**src/rtl/zero_run_serializer_if.sv**
```systemverilog
// zero_run_serializer_if: word handshake plus serial-side outputs of the serializer
// Ports: load/data in, ready out (combinational), out/active/last serial line, zero_count run tally
interface zero_run_serializer_if #(parameter int WIDTH = 8);
  logic load;
  logic [WIDTH-1:0] data;
  logic ready;
  logic out;
  logic active;
  logic last;
  logic [2:0] zero_count;
  modport master (output load, data, input ready, out, active, last, zero_count);
  modport slave (input load, data, output ready, out, active, last, zero_count);
endinterface

```
**src/rtl/zero_run_serializer.sv**
```systemverilog
// zero_run_serializer: MSB-first word serializer that counts emitted zero runs of length >= 3
// Ports: clk, reset (sync active-low), bus.slave (load/data/ready handshake, out/active/last, zero_count)
module zero_run_serializer #(parameter int WIDTH = 8) (
  input  logic clk,
  input  logic reset,
  zero_run_serializer_if.slave bus
);
  localparam int CW = $clog2(WIDTH);
  typedef enum logic {IDLE, SHIFT} state_t;
  state_t state;
  logic [WIDTH-1:0] sreg;
  logic [CW-1:0] cnt;
  logic [1:0] run;
  logic out_r, active_r, last_r;
  logic [2:0] zc;
  logic accept;
  assign bus.ready = (state == IDLE) | (state == SHIFT & last_r);
  assign accept = bus.load & bus.ready;
  assign bus.out = out_r;
  assign bus.active = active_r;
  assign bus.last = last_r;
  assign bus.zero_count = zc;
  always_ff @(posedge clk) begin
    if (!reset) begin
      state <= IDLE;
      sreg <= '0;
      cnt <= '0;
      run <= '0;
      out_r <= 1'b1;
      active_r <= 1'b0;
      last_r <= 1'b0;
      zc <= '0;
    end else begin
      // tracker sees the bit currently on the line; 2->3 marks a new run
      run <= (active_r & ~out_r) ? ((run == 2'd3) ? 2'd3 : run + 2'd1) : 2'd0;
      if (active_r & ~out_r & run == 2'd2) zc <= zc + 3'd1;
      if (accept) begin
        state <= SHIFT;
        sreg <= bus.data;
        cnt <= '0;
        out_r <= bus.data[WIDTH-1];
        active_r <= 1'b1;
        last_r <= 1'b0;
      end else if (state == SHIFT) begin
        if (!last_r) begin
          sreg <= sreg << 1;
          cnt <= cnt + 1'b1;
          out_r <= sreg[WIDTH-2];
          last_r <= cnt == CW'(WIDTH-2);
        end else begin
          state <= IDLE;
          out_r <= 1'b1;
          active_r <= 1'b0;
          last_r <= 1'b0;
        end
      end
    end
  end
endmodule

```
**src/flat_wrapper.sv**
```systemverilog
// flat-port wrapper written by rule: the top's interface ports become plain ports
module zero_run_serializer_flat 
#(parameter int WIDTH = 8)
  (clk, reset, bus_load, bus_data, bus_ready, bus_out, bus_active, bus_last, bus_zero_count);
  zero_run_serializer_if #(.WIDTH(WIDTH)) bus_i ();
  input  logic clk;
  input  logic reset;
  input wire logic [$bits(bus_i.load)-1:0] bus_load;
  input wire logic [$bits(bus_i.data)-1:0] bus_data;
  output wire logic [$bits(bus_i.ready)-1:0] bus_ready;
  output wire logic [$bits(bus_i.out)-1:0] bus_out;
  output wire logic [$bits(bus_i.active)-1:0] bus_active;
  output wire logic [$bits(bus_i.last)-1:0] bus_last;
  output wire logic [$bits(bus_i.zero_count)-1:0] bus_zero_count;
  assign bus_i.load = bus_load;
  assign bus_i.data = bus_data;
  assign bus_ready = bus_i.ready;
  assign bus_out = bus_i.out;
  assign bus_active = bus_i.active;
  assign bus_last = bus_i.last;
  assign bus_zero_count = bus_i.zero_count;
  zero_run_serializer #(.WIDTH(WIDTH)) u_core (.clk(clk), .reset(reset), .bus(bus_i));
endmodule
```
**config.mk**
```make
export PLATFORM = sky130hd
export DESIGN_NAME = zero_run_serializer_flat
export DESIGN_NICKNAME = d
export VERILOG_FILES = /design/src/rtl/zero_run_serializer_if.sv /design/src/rtl/zero_run_serializer.sv /design/src/flat_wrapper.sv
export SDC_FILE = /design/constraint.sdc
export NUM_CORES = 1
export LEC_CHECK = 0
export CAP_MARGIN = 20
export CORE_MARGIN = 2
export CORE_UTILIZATION = 51
export CTS_CLUSTER_SIZE = 12
export DETAILED_ROUTE_END_ITERATION = 6
export PLACE_DENSITY = 0.8
export SLEW_MARGIN = 20
export SYNTH_ARGS = -nofsm -noshare
export SYNTH_HDL_FRONTEND = slang
export SYNTH_SLANG_ARGS = --single-unit
```
**constraint.sdc**
```tcl
create_clock -name clk -period 2.85 [get_ports clk]
set_input_delay 0.57 -clock clk [delete_from_list [all_inputs] [get_ports clk]]
set_output_delay 0.57 -clock clk [all_outputs]
set_load 0.005 [all_outputs]
```
* After elaboration in Yosys (flattened, before gate mapping)
Index checks and enable logic that the tools add are counted.
Word-level totals: register bits after elaboration 19, input port bits 11, output and inout port bits 7
Operators by class: add/subtract/negate cells 3, eq/ne operators 4, muxes and demuxes 14, bitwise operators 9, reductions and logical operators 7
Operator list (count):
- two-way mux 7 bit | 3
- two-way mux 1 bit | 10
- AND reduction 2 bit | 4
- adder 3 x 1 -> 3 bit, second input constant | 2
- bitwise AND 1 bit | 4
- == test 2 bit, second input constant | 2
- inverter 1 bit | 4
- nonzero test 2 bit | 2
- == test 3 bit, second input constant | 1
- adder 2 x 1 -> 2 bit, second input constant | 1
- two-way mux 2 bit | 1
- inequality test 2 bit, second input constant | 1
- OR reduction 2 bit | 1
- OR 1 bit | 1

* Logic depth before layout (Yosys ltp)
Gate-level depths: netlist of run 1.
depth in word-level cells 5, mapped depth 5, depth with buffers taken out 4

* Worst setup path after synthesis of run 1
Ideal clock, no wire load.
path type register to output, start point reg u_core.state, end point out bus_ready, arrival time 0.773 ns, data required time 2.280 ns, setup slack 1.507 ns, stages on the path, launching flop included 4, buffers on the path 1, cells stage by stage dfxtp_1 > nor2b_4 > inv_4 > buf_6
On the way: longest elaborated chain between the ends 2
RTL lines:
- from (decl) | line zero_run_serializer.sv:10 | state_t state;
- from (signal assigned) | line zero_run_serializer.sv:25 | state <= IDLE;
- from (signal assigned) | line zero_run_serializer.sv:38 | state <= SHIFT;
- from (signal assigned) | line zero_run_serializer.sv:51 | state <= IDLE;
- bitwise AND 1 bit / inverter 1 bit (equally long branches) | line zero_run_serializer.sv:17 | assign bus.ready = (state == IDLE) | (state == SHIFT & last_r);
- OR 1 bit * | line zero_run_serializer.sv:17
- to (decl) | line flat_wrapper.sv:10 | output wire logic [$bits(bus_i.ready)-1:0] bus_ready;
Every way passes the cells marked *; elsewhere a longest branch is shown, timed or not.

* Final worst setup path of run 1
start point reg u_core.last_r (netlist: u_core.bus.last), end point out bus_ready
On the way: longest elaborated chain between the ends 2
RTL lines:
- from (decl) | line zero_run_serializer.sv:14 | logic out_r, active_r, last_r;
- from (signal assigned) | line zero_run_serializer.sv:49 | last_r <= cnt == CW'(WIDTH-2);
- bitwise AND 1 bit | line zero_run_serializer.sv:17
- OR 1 bit | line zero_run_serializer.sv:17
No other way between the ends.

==> results by group, run 1 <==
Place
  – PortBufs: 17
  – Placed cell area: between 1000 and 1500 um2
  – RD Place Congestion: 0.734
  – DPL Wire Length: 1010 um

Floorplanning
  – IO Count: 18
  – Die Ht: 44.3 um
  – Initial Utilization: 0.549
  – Core area: 1510 um2
  – # rows: 14
  – Die W: approximately 44 um
  – Area of the die: 1960 um2

Timing
  – Setup TNS: 0 ps
  – Final hold vios: 0
  – Relative slew slack: 0.727
  – Layout Skew: between 3 and 4 ps
  – RSZ-0062 raised after global routing: false
  – Final setup viols: 0
  – Worst Tran Pin Value: 409 ps
  – Final Cycle Share: 0.742
  – Fmax: 0.473 GHz
  – Final max-slew violation count: 0
  – Min Tclk post-route: 2110 ps

Synth
  – FF+latch count, synth: 19
  – Synth Area in Compound Gates: 0.132
  – Synth cell types: 27
  – Mux cell area share after synthesis: 0.141
  – Post-Synth XOR/XNOR Area: 0.0106
  – Post-Syn Nets: 97
  – Post-Syn Instances: 83
  – Largest family of logic cells by synthesized area: simple AND/OR/NAND/NOR gates
  – Yosys warning count: 0
  – Post-synth ARST share: 0
  – Area of the mapped netlist: 827 um2
  – Register area share after synthesis: 0.460
  – Avg Inst Size Synth: 9.96 um2
  – EDFF count, synth: 0
  – Synth Area in Simple Gates: 0.159
  – Adder-Cell Fraction of Synth Area: 0.0454
  – Most used flip-flop cell after synthesis: dfxtp_1

Power and ir drop
  – NetSw: ~0.00011 W
  – Pint: 0.000371 W
  – IR drop worst, VDD: just over 0.3 mV
  – Leak: between 0.4 and 0.5 nW
  – Combinational power share: 0.138
  – Switching Share: 0.234
  – Clock share of power: 0.269
  – Power per cell area: 471 nW/um2
  – Sequential share of power: 0.592

Route
  – Mean number of vias per cell: 5.39
  – WL per Instance: roughly 12 um
  – WL final: 1380 um
  – Met2 Wirelength: 638 um
  – Vias: roughly 640
  – WL met3: 69 um
  – M1 wire length: between 600 and 700 um
  – Remaining DRCs: 0
  – DRT iter0 DRCs: 3
  – Final ANT Viol Nets: 0
  – Top sig layer: met4
  – Drt first pass iters: 4

Clock network
  – CTS clk-pin slew, worst paths: approximately 100 ps
  – Htree depth: 1
  – Post-CTS setup buffer count: 0
  – CTS tree: built
  – Max Root-Sink Buffers: 2
  – CTS root buf: clkbuf_4
  – Sink Count: 19
  – PostCTS Resize Cnt: 0
  – Post-CTS Hold Buffers: 0
  – Num CTS Buffers: 3
  – Clock latency on the worst-skew pair: a little under 300 ps

Critical path
  – CP endpoint kind: primary output
  – CP Launch Type: register
  – Crit-path max FO: 19
  – CP required: 2280 ps
  – Top cell family by delay on the critical path: buffers and inverters
  – CP max stage delay: approximately 530 ps
  – Critical path type: register to primary output
  – CP max-delay cell: clkdlybuf4s50_1
  – CP Buf/Inv Count: 2
  – Critical-path cell list: nor2b_4 > inv_4 > clkdlybuf4s50_1
  – Critical path data arrival time: between 1500 and 2000 ps

Run status
  – Status: completed

Layout
  – Finished Core Util: 0.683
  – Share of layout cells above drive strength 1: 0.0882
  – Fin area: ~1000 um2
  – Area grow syn2layout: 24.4%
  – Post-layout nets: 117
  – Fillers: 120
  – Antenna diodes: 0

GRT
  – Total track usage: 0.164
  – Largest net degree at the start of global routing: 20
  – First-pass GRT wire length: between 2000 and 2500 um
  – Initial antenna violation count: 0
  – GRT overflow: 0
  – Number of global-route vias before repair: 576

Run
  – MaxCap Viol Count: 0

Min path
  – Worst hold-check path type: register to register
cells in the mapped netlist, types with 2 or more instances:
cell type / n / area (um2)
dfxtp_1: 19 / 380
nor2_1: 12 / 45.0
mux2i_1: 9 / 90.1
a211oi_1: 7 / 52.6
a21oi_1: 5 / 25.0
inv_1: 4 / 15.0
nand2_1: 4 / 15.0
ha_1: 3 / 37.5
nand3b_1: 2 / 15.0
metrics by stage:
stage               cells  hold WS [ps]  power (W)  setup WS [ps]
floorplan              83           425   0.000333           1510
global placement      114           439   0.000359            868
detailed placement    114           451   0.000360            839
CTS                   118           466   0.000488            740
global route          118           495   0.000509            675
finish                118           461   0.000484            735
layer usage:
metal,GRT usage,vias to the layer above
li1,-,333
met1,0.208,284
met2,0.282,17
met3,0.0245,2
met4,0.0545,0
met5,0,-
final timing paths:
check / startpoint / endpoint / slack (ps) / depth (start not counted)
worst min-delay path: u_core.run[0] / u_core.run[0] / 460 / 1
worst min register to register: u_core.run[0] / u_core.run[0] / 460 / 1
worst max register to register: u_core.state / u_core.cnt[2] / 1580 / 3
worst max-delay path: u_core.bus.last / bus_ready / 740 / 3
cells in the final DEF, fill, tap and decap left out:
master,n
clkdlybuf4s50_1,17
mux2_4,1
buf_4,1
o221ai_1,1
a21oi_1,5
nor2_1,12
a311oi_1,1
dfxtp_1,19
o21a_1,1
inv_1,4
nand2b_1,1
and3_1,1
a211oi_1,7
nand3_1,1
xnor2_1,1
inv_4,1
mux2_2,1
clkbuf_1,1
nand2_1,4
ha_1,3
nor3b_1,1
nand3b_1,2
nor3_1,1
and4bb_2,1
clkbuf_4,3
a31oi_1,1
nor2b_4,1
mux2i_1,9
registers in the layout, summed over array words and instances (netlist names):
name / cells
u_core.bus.last: 1
u_core.bus.zero_count: 3
u_core.sreg: 7
u_core.bus.active: 1
u_core.bus.out: 1
u_core.cnt: 3
u_core.state: 1
u_core.run: 2
cell families (layout without fill, tap and decap cells):
kind of cell               after synthesis  in the layout
AOI/OAI and AO/OA                       16             16
xor gates and xnor gates                 1              1
adders and majority gates                3              3
buffers and inverters                    8             27
DFF                                     19             19
muxes                                   11             11
and+or+nand+nor                         25             25
power by group through the flow:
stage          clock network (W)  registers, W   logic, W
3_3_place_gp                   0      0.000293  0.0000665
2_1_floorplan                  0      0.000292  0.0000415
5_1_grt                 0.000146      0.000289  0.0000737
3_5_place_dp                   0      0.000293  0.0000672
4_1_cts                 0.000133      0.000287  0.0000679
6_report                0.000130      0.000287  0.0000670
cell type report:
| type | instances | area (um2) | area share |
|---|---|---|---|
| clock buffer | 4 | 26.3 | 0.0255 |
| inverter | 5 | 21.3 | 0.0207 |
| multi-input combinational | 56 | 403 | 0.392 |
| sequential | 19 | 380 | 0.370 |
| tap | 16 | 20.0 | 0.0195 |
| timing repair buffer | 18 | 178 | 0.173 |
(Power assumes the default switching activity.)
==> run 2, diff against run 1 <==
- CORE_UTILIZATION: 51 -> 48
- PLACE_DENSITY: 0.8 -> 0.76
- clock period: 2.85 -> 2.1 ns (I/O delays scaled with it)
==> results by group, run 2 (synthesis results as in run 1) <==
Run status
  – Status: completed

Min path
  – WHS Path Cells: 1
  – Hold path endpoint: u_core.run[0]
  – Worst hold-check path type: register to register
  – Worst Hold Launch: u_core.run[0]

Clock network
  – PostCTS Resize Cnt: 0
  – Post-CTS Hold Buffers: 0
  – Htree depth: 1
  – Max Root-Sink Buffers: 2
  – CTS root buf: clkbuf_4
  – Num CTS Buffers: 3
  – Sink Count: 19
  – CTS clk-pin slew, worst paths: 100 ps
  – CTS tree: built
  – Post-CTS setup buffer count: 0
  – Clock latency on the worst-skew pair: roughly 300 ps

Critical path
  – Critical-path cell list: nor2b_4 > inv_4 > clkdlybuf4s50_1
  – CP required: between 1500 and 2000 ps
  – Critical path type: register to primary output
  – CP max stage delay: between 500 and 600 ps
  – Worst r2r path cells: 3
  – Crit-path max FO: 19
  – Critical path data arrival time: 1530 ps
  – FF-to-FF Start: u_core.state
  – CP Launch Type: register
  – R2R setup slack: 830 ps
  – CP endpoint kind: primary output
  – CP max-delay cell: clkdlybuf4s50_1
  – FF-to-FF End: u_core.cnt[2]

Power and ir drop
  – Power per cell area: 640 nW/um2
  – Leak: about 0.43 nW
  – Total power: approximately 0.00067 W
  – IR drop worst, VDD: roughly 0.35 mV

Timing
  – Hold slack: 467 ps
  – Final hold vios: 0
  – Fmax: 0.514 GHz
  – RSZ-0062 raised after global routing: false
  – Relative slew slack: 0.712
  – Worst Tran Pin Value: between 400 and 500 ps
  – Layout Skew: 6.34 ps
  – Min Tclk post-route: 1950 ps
  – Final max-slew violation count: 0
  – Final setup viols: 0
  – Setup TNS: 0 ps
  – Final Cycle Share: 0.927

Route
  – Final ANT Viol Nets: 0
  – DRT iter0 DRCs: 5
  – Mean number of vias per cell: roughly 5.4
  – Remaining DRCs: 0
  – Drt first pass iters: 4
  – WL final: roughly 1500 um
  – WL per Instance: 12.3 um
  – Vias: 642

Layout
  – Area grow syn2layout: 26.2%
  – Most frequent cells in the layout: dfxtp_1 (19), clkdlybuf4s50_1 (17), nor2_1 (12)
  – Largest register FFs: 7
  – Post-layout nets: 119
  – Share of layout cells above drive strength 1: 0.106
  – Commonest non-fill, non-tap cell in the layout: dfxtp_1
  – Fin area: 1040 um2
  – Antenna diodes: 0
  – Reg with most FFs: u_core.sreg
  – Footprint of the multi-input gates: 403 um2
  – Finished Core Util: 0.669
  – Reg area: 380 um2
  – Fillers: between 100 and 150

GRT
  – GRT overflow: 0
  – Number of global-route vias before repair: 616
  – Total track usage: 0.174
  – Largest net degree at the start of global routing: 20
  – First-pass GRT wire length: 2500 um
  – Initial antenna violation count: 0

Floorplanning
  – Core area: about 1600 um2
  – Area of the die: between 2000 and 2500 um2
  – Die Ht: 45.5 um
  – # rows: 14
  – Initial Utilization: 0.530
  – IO Count: 18
  – Die W: 45.5 um

Place
  – Placed cell area: 1020 um2
  – PortBufs: 17
  – RD Place Congestion: 0.705
  – DPL Wire Length: 1130 um

Run
  – MaxCap Viol Count: 0
run 2: changes by cell type in the layout (fill, tap and decap cells not counted):
cell,change
buf_4,+2
run 2: cell type report:
class                      count  area share
inverter                       5      0.0204
multi-input combinational     56       0.386
tap                           16      0.0192
sequential                    19       0.365
clock buffer                   4      0.0252
timing repair buffer          20       0.185
run 2: routing by layer:
metal,part of all wire,track usage,wire length (um)
met2,0.50,0.307,732
met3,0.039,0.0357,57
met5,0,0,0
met4,0.016,0.0882,23
met1,0.45,0.195,664
run 2: worst max-delay path by stage:
stage,from,endpoint,slack [ps],depth (start not counted)
after floorplan,u_core.state,bus_ready,910,3
after global placement,bus_load,u_core.bus.out,430,4
after detailed placement,bus_load,u_core.bus.out,390,4
after CTS,u_core.bus.last,bus_ready,140,3
after global routing,u_core.state,bus_ready,50,3
final,u_core.bus.last,bus_ready,150,3
run 2: metrics by stage:
stage,setup slack [ps],instances
final,154,120
after global routing,48.4,120
after CTS,138,120
after detailed placement,387,116
after global placement,425,116
after floorplan,907,83
run 2: power by group:
| part | internal, W | switching [W] |
|---|---|---|
| clock | 0.0000740 | 0.000108 |
| sequential | 0.000378 | 0.0000120 |
| combinational | 0.0000540 | 0.0000406 |
run 2: worst max-delay path: cells and delay by family (launching register included):
kind,cells,cell delay [ps]
buf+inv,2,690
flops,1,440
simple gates,1,100
==> run 3, diff against run 2 <==
- CORE_UTILIZATION: 48 -> 58
- DONT_BUFFER_PORTS: not set -> 1
- PLACE_DENSITY: 0.76 -> 0.74
==> results by group, run 3 (synthesis results as in run 1) <==
Timing
  – Final Cycle Share: 0.711
  – Final setup viols: 0
  – Layout Skew: ~1.3 ps
  – Final hold vios: 0
  – RSZ-0062 raised after global routing: false
  – Worst Tran Pin Value: about 400 ps
  – Final max-slew violation count: 0
  – Relative slew slack: 0.738
  – Fmax: 0.670 GHz
  – Setup TNS: 0 ps
  – Min Tclk post-route: 1490 ps

Critical path
  – FF-to-FF Start: u_core.state
  – CP endpoint kind: primary output
  – WP depth: 2
  – Worst r2r path cells: 3
  – Top cell family by delay on the critical path: flip-flops
  – CP max-delay cell: dfxtp_1
  – CP required: 1680 ps
  – Crit path launch: u_core.state
  – Critical-path cell list: nor2b_4 > inv_4
  – Crit-path max FO: 19
  – Critical path data arrival time: 1070 ps
  – CP Buf/Inv Count: 1
  – Crit path capture: bus_ready
  – Critical path type: register to primary output
  – FF-to-FF End: u_core.cnt[2]
  – CP Launch Type: register
  – CP max stage delay: 390 ps
  – R2R setup slack: approximately 850 ps

Route
  – WL final: 1360 um
  – Mean number of vias per cell: 5.53
  – WL per Instance: 13.7 um
  – DRT iter0 DRCs: 3
  – Drt first pass iters: 3
  – Vias: 547
  – Remaining DRCs: 0
  – Final ANT Viol Nets: 0

Place
  – PortBufs: 0
  – RD Place Congestion: 0.710
  – DPL Wire Length: ~1000 um

Run status
  – Status: completed

Clock network
  – Num CTS Buffers: 3
  – CTS clk-pin slew, worst paths: approximately 100 ps
  – Max Root-Sink Buffers: 2
  – Htree depth: 1
  – Post-CTS setup buffer count: 0
  – Post-CTS Hold Buffers: 0
  – CTS tree: built
  – Clock latency on the worst-skew pair: ~290 ps
  – PostCTS Resize Cnt: 0
  – Sink Count: 19
  – CTS root buf: clkbuf_4

Power and ir drop
  – IR drop worst, VDD: 0.391 mV
  – Power per cell area: 740 nW/um2
  – Total power: 0.000628 W
  – Leak: 0.355 nW

Min path
  – Worst hold-check path type: input pin to register

GRT
  – Largest net degree at the start of global routing: 20
  – Initial antenna violation count: 0
  – First-pass GRT wire length: around 2400 um
  – GRT overflow: 0
  – Number of global-route vias before repair: 531
  – Total track usage: 0.184

Layout
  – Fillers: 121
  – Antenna diodes: 0
  – Post-layout nets: approximately 100
  – Largest register FFs: 7
  – Area grow syn2layout: 2.72%
  – Share of layout cells above drive strength 1: 0.0952
  – Footprint of the multi-input gates: approximately 400 um2
  – Most frequent cells in the layout: dfxtp_1 (19), nor2_1 (12), mux2i_1 (9)
  – Reg area: ~380 um2
  – Commonest non-fill, non-tap cell in the layout: dfxtp_1
  – Reg with most FFs: u_core.sreg

Floorplanning
  – Area of the die: 1740 um2
  – # rows: 13
  – Initial Utilization: 0.628
  – IO Count: 18
  – Die Ht: between 40 and 50 um
  – Core area: between 1000 and 1500 um2
  – Die W: 41.8 um

Run
  – MaxCap Viol Count: 0
==> run 3: cell count changes in the layout (fill, tap and decap cells not counted), sizes merged <==
cell           delta
buf               -3
clkdlybuf4s50    -17
==> run 3: worst register-to-register path, delay by kind of cell (launching register included) <==
family             cells  cell delay [ps]
AOI/OAI and AO/OA      1              210
DFF                    1              390
muxes                  1              320
and+or+nand+nor        1              260
==> run 3: layout make-up <==
type,instances,area share
clock buffers,4,0.0309
inverters,5,0.0250
multi-input cells,56,0.474
flip-flops and latches,19,0.448
well taps,15,0.0221
==> run 3: per-stage QoR <==
| step | util | hold slack (ps) | instances | cell area, um2 | worst slack (ps) |
|---|---|---|---|---|---|
| 2_1_floorplan | - | 425 | 83 | 827 | 907 |
| 3_3_place_gp | 0.625 | 441 | 95 | 823 | 912 |
| 3_5_place_dp | 0.625 | 446 | 95 | 823 | 843 |
| 4_1_cts | 0.645 | 170 | 99 | 850 | 592 |
| 5_1_grt | 0.645 | 179 | 99 | 850 | 517 |
| 6_report | 0.645 | 180 | 99 | 850 | 607 |
==> run 3: layer usage <==
| layer | part of all wire | GRT usage | wire length, um | vias to the layer above |
|---|---|---|---|---|
| met4 | 0.0088 | 0.0968 | 12 | 0 |
| li1 | - | - | - | 293 |
| met5 | 0 | 0 | 0 | - |
| met2 | 0.49 | 0.294 | 661 | 10 |
| met1 | 0.47 | 0.216 | 641 | 242 |
| met3 | 0.031 | 0.0609 | 42 | 2 |
==> run 3: report_power, final <==
group	total [W]	switching (W)	internal [W]	leakage, nW
Combinational	0.0000554	0.0000279	0.0000275	0.184
Clock	0.000182	0.000108	0.0000740	0.0150
Sequential	0.000391	0.0000122	0.000378	0.156
==> run 3: worst min-delay path by stage <==
stage / slack [ps] / cells past startpoint / end / start
after floorplan: 420 / 1 / u_core.run[0] / u_core.run[0]
after global placement: 440 / 1 / u_core.run[0] / u_core.run[0]
after detailed placement: 450 / 1 / u_core.run[0] / u_core.run[0]
after CTS: 170 / 1 / u_core.bus.out / reset
after global routing: 180 / 1 / u_core.bus.out / reset
final: 180 / 1 / u_core.bus.out / reset
